[src/rtl/alu_arbiter.sv]
`default_nettype none
// ============================================================================
// Module   : alu_arbiter
// Purpose  : Two-requester arbiter in front of a shared combinational ALU.
//            Define ALU_ARB_ROUND_ROBIN_EN for round-robin contention policy;
//            otherwise req0 has fixed priority.
// Revision : 1.0
// ============================================================================
module alu_arbiter (
  input  logic        clk,
  input  logic        reset_n,
  input  logic        req0_valid,
  input  logic        req1_valid,
  output logic        req0_ready,
  output logic        req1_ready,
  input  logic [15:0] req0_a,
  input  logic [15:0] req0_b,
  input  logic [15:0] req1_a,
  input  logic [15:0] req1_b,
  input  logic [3:0]  req0_op,
  input  logic [3:0]  req1_op,
  input  logic        req0_cin,
  input  logic        req1_cin,
  output logic        rsp_valid,
  input  logic        rsp_ready,
  output logic        rsp_id,
  output logic [15:0] rsp_c,
  output logic [4:0]  rsp_flags,
  output logic [15:0] alu_a,
  output logic [15:0] alu_b,
  output logic [3:0]  alu_op,
  output logic        alu_cin,
  input  logic [15:0] alu_c,
  input  logic [4:0]  alu_flags,
  output logic        busy
);

  typedef enum logic [1:0] {
    IDLE = 2'd0,
    EXEC = 2'd1,
    RESP = 2'd2
  } state_t;

  state_t state;
  logic   grant_id;
  logic   idle_open;
  logic   accept;

`ifdef ALU_ARB_ROUND_ROBIN_EN
  logic last_grant;

  // On contention the requester not served last wins.
  assign grant_id = req1_valid & (~req0_valid | ~last_grant);

  always_ff @(posedge clk or negedge reset_n) begin
    if (!reset_n) begin
      last_grant <= 1'b1;
    end else if (accept) begin
      last_grant <= grant_id;
    end
  end
`else
  assign grant_id = req1_valid & ~req0_valid;
`endif

  // Ready is held low while reset is asserted even though state reads IDLE.
  assign idle_open  = (state == IDLE) && reset_n;
  assign req0_ready = idle_open && req0_valid && !grant_id;
  assign req1_ready = idle_open && req1_valid && grant_id;
  assign accept     = req0_ready | req1_ready;

  always_ff @(posedge clk or negedge reset_n) begin
    if (!reset_n) begin
      state     <= IDLE;
      busy      <= 1'b0;
      rsp_valid <= 1'b0;
      rsp_id    <= 1'b0;
      rsp_c     <= 16'h0000;
      rsp_flags <= 5'h00;
      alu_a     <= 16'h0000;
      alu_b     <= 16'h0000;
      alu_op    <= 4'h0;
      alu_cin   <= 1'b0;
    end else begin
      case (state)
        IDLE: begin
          if (accept) begin
            state   <= EXEC;
            busy    <= 1'b1;
            rsp_id  <= grant_id;
            alu_a   <= grant_id ? req1_a   : req0_a;
            alu_b   <= grant_id ? req1_b   : req0_b;
            alu_op  <= grant_id ? req1_op  : req0_op;
            alu_cin <= grant_id ? req1_cin : req0_cin;
          end
        end
        EXEC: begin
          state     <= RESP;
          rsp_valid <= 1'b1;
          rsp_c     <= alu_c;
          rsp_flags <= alu_flags;
        end
        RESP: begin
          if (rsp_ready) begin
            state     <= IDLE;
            busy      <= 1'b0;
            rsp_valid <= 1'b0;
          end
        end
        default: begin
          state     <= IDLE;
          busy      <= 1'b0;
          rsp_valid <= 1'b0;
        end
      endcase
    end
  end

endmodule
`default_nettype wire

[config.mk]
export PLATFORM = sky130hd
export DESIGN_NAME = alu_arbiter
export DESIGN_NICKNAME = d
export VERILOG_FILES = /design/src/rtl/alu_arbiter.sv
export SDC_FILE = /design/constraint.sdc
export NUM_CORES = 1
export LEC_CHECK = 0
export ABC_AREA = 1
export BUFFER_PORTS_ARGS = -buffer_cell sky130_fd_sc_hd__buf_2
export CAP_MARGIN = 20
export CORE_UTILIZATION = 44
export CTS_CLUSTER_DIAMETER = 50
export CTS_CLUSTER_SIZE = 24
export DETAILED_ROUTE_END_ITERATION = 10
export GPL_TIMING_DRIVEN = 0
export PLACE_DENSITY = 0.82
export SLEW_MARGIN = 20
export SYNTH_ARGS = -nofsm -noshare
export SYNTH_HDL_FRONTEND = slang
export SYNTH_SLANG_ARGS = --single-unit
export TNS_END_PERCENT = 1
[constraint.sdc]
create_clock -name clk -period 1.4 [get_ports clk]
set_input_delay 0.14 -clock clk [delete_from_list [all_inputs] [get_ports clk]]
set_output_delay 0.14 -clock clk [all_outputs]
set_load 0.03 [all_outputs]
==> summary.txt <==
Status
  • Outcome: finished with violations
  • Violated checks: hold timing

Final layout
  • Number of antenna repair diodes: 0
  • Design Area, Final: 0.004179 mm^2
  • Number of nets in the layout: 632
  • Layout-stage area growth over the synthesis result: 42.13%
  • Fraction of final layout cells with drive strength greater than 1: 0.4264

Clock tree
  • Clk slew on worst S/H paths: 0.08 ns
  • Buffer depth of the longest clock path: 2
  • Clock insertion delay at the later pin of the skew report: 0.33 ns
  • Root Buffer Master: sky130_fd_sc_hd__clkbuf_8
  • CTS tree: built
  • CTS Buf Count: 9
  • H-tree depth: 3
  • Number of sinks handled by clock tree synthesis: 63

Routing
  • Count of routing violations after the opening detailed-route iteration: 90
  • First-pass iteration count of the detailed router: 4
  • Post-Route WL: 7574 um
  • Total number of vias: 2895
  • Routed length per placed instance: 12.34 um
  • DRC: 0
  • Drt via density: 4.715
  • Post-detailed-route count of antenna-violating nets: 0

Place
  • I/O Buffers: 162
  • Post-DP HPWL: 5655 um
  • Placer Congestion: 0.7723
  • Post-place setup slack: -0.2825 ns
  • Area post-placement: 0.003850 mm^2

Floorplanning
  • I/O pin count: 163
  • Core region area: 0.006386 mm^2
  • Die X-Extent: 83.75 um
  • Overall die height: 83.75 um
  • Floorplan die area: 0.007013 mm^2
  • Number of rows in the core area: 29
  • Starting utilization of the core area: 0.4604

Worst setup path
  • Cell count of the worst reg-to-reg path: 4
  • Register-to-register setup slack: 0.04 ns
  • Largest fanout on the critical path: 3
  • Reg2reg start: state[0]
  • Destination of the worst register-to-register timing path: rsp_c[6]
  • Type of origin of the critical path: flip-flop
  • Critical path start-end classification: reg -> out
  • Data arrival at the endpoint of the critical path: 1.24 ns
  • Worst Path Required: 1.26 ns
  • Kind of end point of the critical path: output port

Power and ir drop
  • Leakage power summed over all cells: 2.462 nW
  • Peak ir drop on the vdd network: 1.549 mV
  • PwrDens: 2051 mW/mm^2

STA
  • Transition at the pin with the smallest max-transition slack: 0.5715 ns
  • Final hold viol count: 63
  • Worst slew margin: 0.6190
  • Pins Over Slew Limit: 0
  • Worst Skew: 0.006710 ns
  • Final period demand of the worst path: 1.379 ns
  • Share of the cycle needed by the critical path after routing: 0.9850
  • Peak Freq: 725.2 MHz
  • Setup Viol. Count Final: 0
  • Smallest setup slack after layout: 0.02102 ns
  • Hold WS: -0.2200 ns
  • Setup repair after global routing missed its margin: yes

GRT
  • Via count of the first global-routing pass: 2921
  • Maximum number of pins on one net before global-route repair: 66
  • Total GRT Usage: 0.2331
  • Initial antenna violation count: 0
  • Final global-route overflow total: 0
  • Global-route wire length before repair: 12870 um

Logic synthesis
  • Post-synth cell types: 16
  • Flip-flop and latch count after synthesis: 63
  • Post-Synth Adder-Cell Area: 0
  • Yosys top cell by area: sky130_fd_sc_hd__dfrtp_1
  • Number of warnings issued by yosys: 0
  • Fraction of the mapped netlist area in compound gates: 0.005106
  • Proportion of synthesized area in mux cells: 0.08043
  • Combinational family with the most area after synthesis: simple AND/OR/NAND/NOR gates
  • Yosys top cell area share: 0.5362
  • Top cells by area, synth: sky130_fd_sc_hd__dfrtp_1 54%, sky130_fd_sc_hd__nand2_1 25%, sky130_fd_sc_hd__mux2_2 8.0%
  • Synth Area in XOR/XNOR: 0
  • Average size of a mapped cell: 8.306 um^2
  • Nets in the synthesized netlist: 454
  • Cells after Synth: 354
  • Simple-gate portion of the synthesized area: 0.3230
  • Cell area after synthesis: 0.002940 mm^2
  • Part of the Yosys area used for sequential elements: 0.5362

Hold path
  • Worst hold-check path type: in -> async

Flow run
  • Max-cap violations: 0
==> critical path: stages, from the launching register on <==
cell,delay [ns]
sky130_fd_sc_hd__dfrtp_1,0.39
sky130_fd_sc_hd__nor2_2,0.14
sky130_fd_sc_hd__nand2_2,0.10
sky130_fd_sc_hd__nor2_2,0.14
sky130_fd_sc_hd__buf_6,0.14
==> metrics by stage <==
step                total power [W]  TNS, ns    util  cells
finish                     0.008569        0  0.6544    614
global route               0.009081  -0.5703  0.6544    614
CTS                        0.008585        0  0.6436    613
detailed placement         0.006803   -10.09  0.6029    593
global placement           0.006674   -27.49  0.6025    593
floorplan                  0.005539        0       -    354
==> how the worst max path moves through the flow <==
stage / from / endpoint / slack [ns] / depth (start not counted)
after global routing: state[0] / req1_ready / -0.05 / 4
after detailed placement: reset_n / alu_b[0] / -0.28 / 7
final: state[0] / req1_ready / 0.02 / 4
after CTS: state[1] / req1_ready / 0.02 / 4
after global placement: reset_n / alu_b[2] / -0.68 / 7
after floorplan: req0_valid / req1_ready / 0.25 / 5
==> cells in the mapped netlist <==
| master | number |
|---|---|
| sky130_fd_sc_hd__nand2_1 | 193 |
| sky130_fd_sc_hd__dfrtp_1 | 63 |
| sky130_fd_sc_hd__nand3_1 | 38 |
| sky130_fd_sc_hd__mux2_2 | 21 |
| sky130_fd_sc_hd__buf_2 | 13 |
| sky130_fd_sc_hd__inv_1 | 7 |
| sky130_fd_sc_hd__buf_4 | 3 |
| sky130_fd_sc_hd__buf_6 | 3 |
| sky130_fd_sc_hd__clkbuf_1 | 3 |
| sky130_fd_sc_hd__nor2_1 | 3 |
| sky130_fd_sc_hd__o21ai_0 | 2 |
| sky130_fd_sc_hd__inv_2 | 1 |
| sky130_fd_sc_hd__nand2_2 | 1 |
| sky130_fd_sc_hd__nor2_2 | 1 |
| sky130_fd_sc_hd__nor2_4 | 1 |
| sky130_fd_sc_hd__o21ai_1 | 1 |
==> what timing repair did <==
item                       4_1_cts  5_1_grt
pin swaps                        2        2
resized for setup                3       19
cloned                           0        0
hold endpoints to repair        63       63
setup buffers                    4        1
setup endpoints to repair        2       55
==> registers in the layout, indices dropped and copies added (netlist names) <==
signal,flops
alu_a,16
alu_b,16
alu_cin,1
alu_op,4
busy,1
rsp_c,16
rsp_flags,5
rsp_id,1
rsp_valid,1
state,2
==> metal layers <==
metal  part of all wire  global-route usage  vias to the layer above
met5                  0                   0                        -
met4             0.0070             0.07242                        0
met3              0.066             0.06528                        5
met2               0.50              0.4072                      111
met1               0.42              0.2780                     1316
li1                   -                   -                     1463
==> layout make-up <==
class	instances	area, um^2
Buffer	22	165.2
Clock buffer	9	123.9
Clock inverter	7	97.59
Fill cell	538	2207
Inverter	8	30.03
Multi-Input combinational cell	261	1206
Sequential cell	63	1577
Tap cell	77	96.34
Timing Repair Buffer	167	883.3
==> cells in the final DEF, fill, tap and decap left out <==
cell type,count
sky130_fd_sc_hd__o21ai_0,2
sky130_fd_sc_hd__nand2_1,193
sky130_fd_sc_hd__bufinv_16,2
sky130_fd_sc_hd__nand3_1,38
sky130_fd_sc_hd__buf_12,1
sky130_fd_sc_hd__clkbuf_8,9
sky130_fd_sc_hd__inv_1,7
sky130_fd_sc_hd__buf_4,6
sky130_fd_sc_hd__mux2_2,21
sky130_fd_sc_hd__dfrtp_1,63
sky130_fd_sc_hd__clkbuf_1,3
sky130_fd_sc_hd__clkinv_2,1
sky130_fd_sc_hd__clkinv_4,2
sky130_fd_sc_hd__nor2_1,1
sky130_fd_sc_hd__o21ai_1,1
sky130_fd_sc_hd__nand2_2,1
sky130_fd_sc_hd__buf_6,9
sky130_fd_sc_hd__nor2_2,3
sky130_fd_sc_hd__buf_8,2
sky130_fd_sc_hd__nor2_4,1
sky130_fd_sc_hd__clkinvlp_4,2
sky130_fd_sc_hd__buf_2,168
sky130_fd_sc_hd__inv_2,1
==> kinds of logic after synthesis <==
family / after synthesis
muxes: 21
and+or+nand+nor: 237
DFF: 63
AOI/OAI and AO/OA: 3
buffers and inverters: 30
==> where the power goes <==
| group | switching [W] | internal (W) | total, W | leakage, nW |
|---|---|---|---|---|
| registers | 0.000388 | 0.00259 | 0.00298 | 0.770 |
| logic | 0.00259 | 0.00128 | 0.00387 | 1.59 |
| clock network | 0.000722 | 0.00100 | 0.00173 | 0.105 |
| total | 0.00370 | 0.00487 | 0.00857 | 2.46 |
No activity file was read; power rests on OpenSTA's default activity.
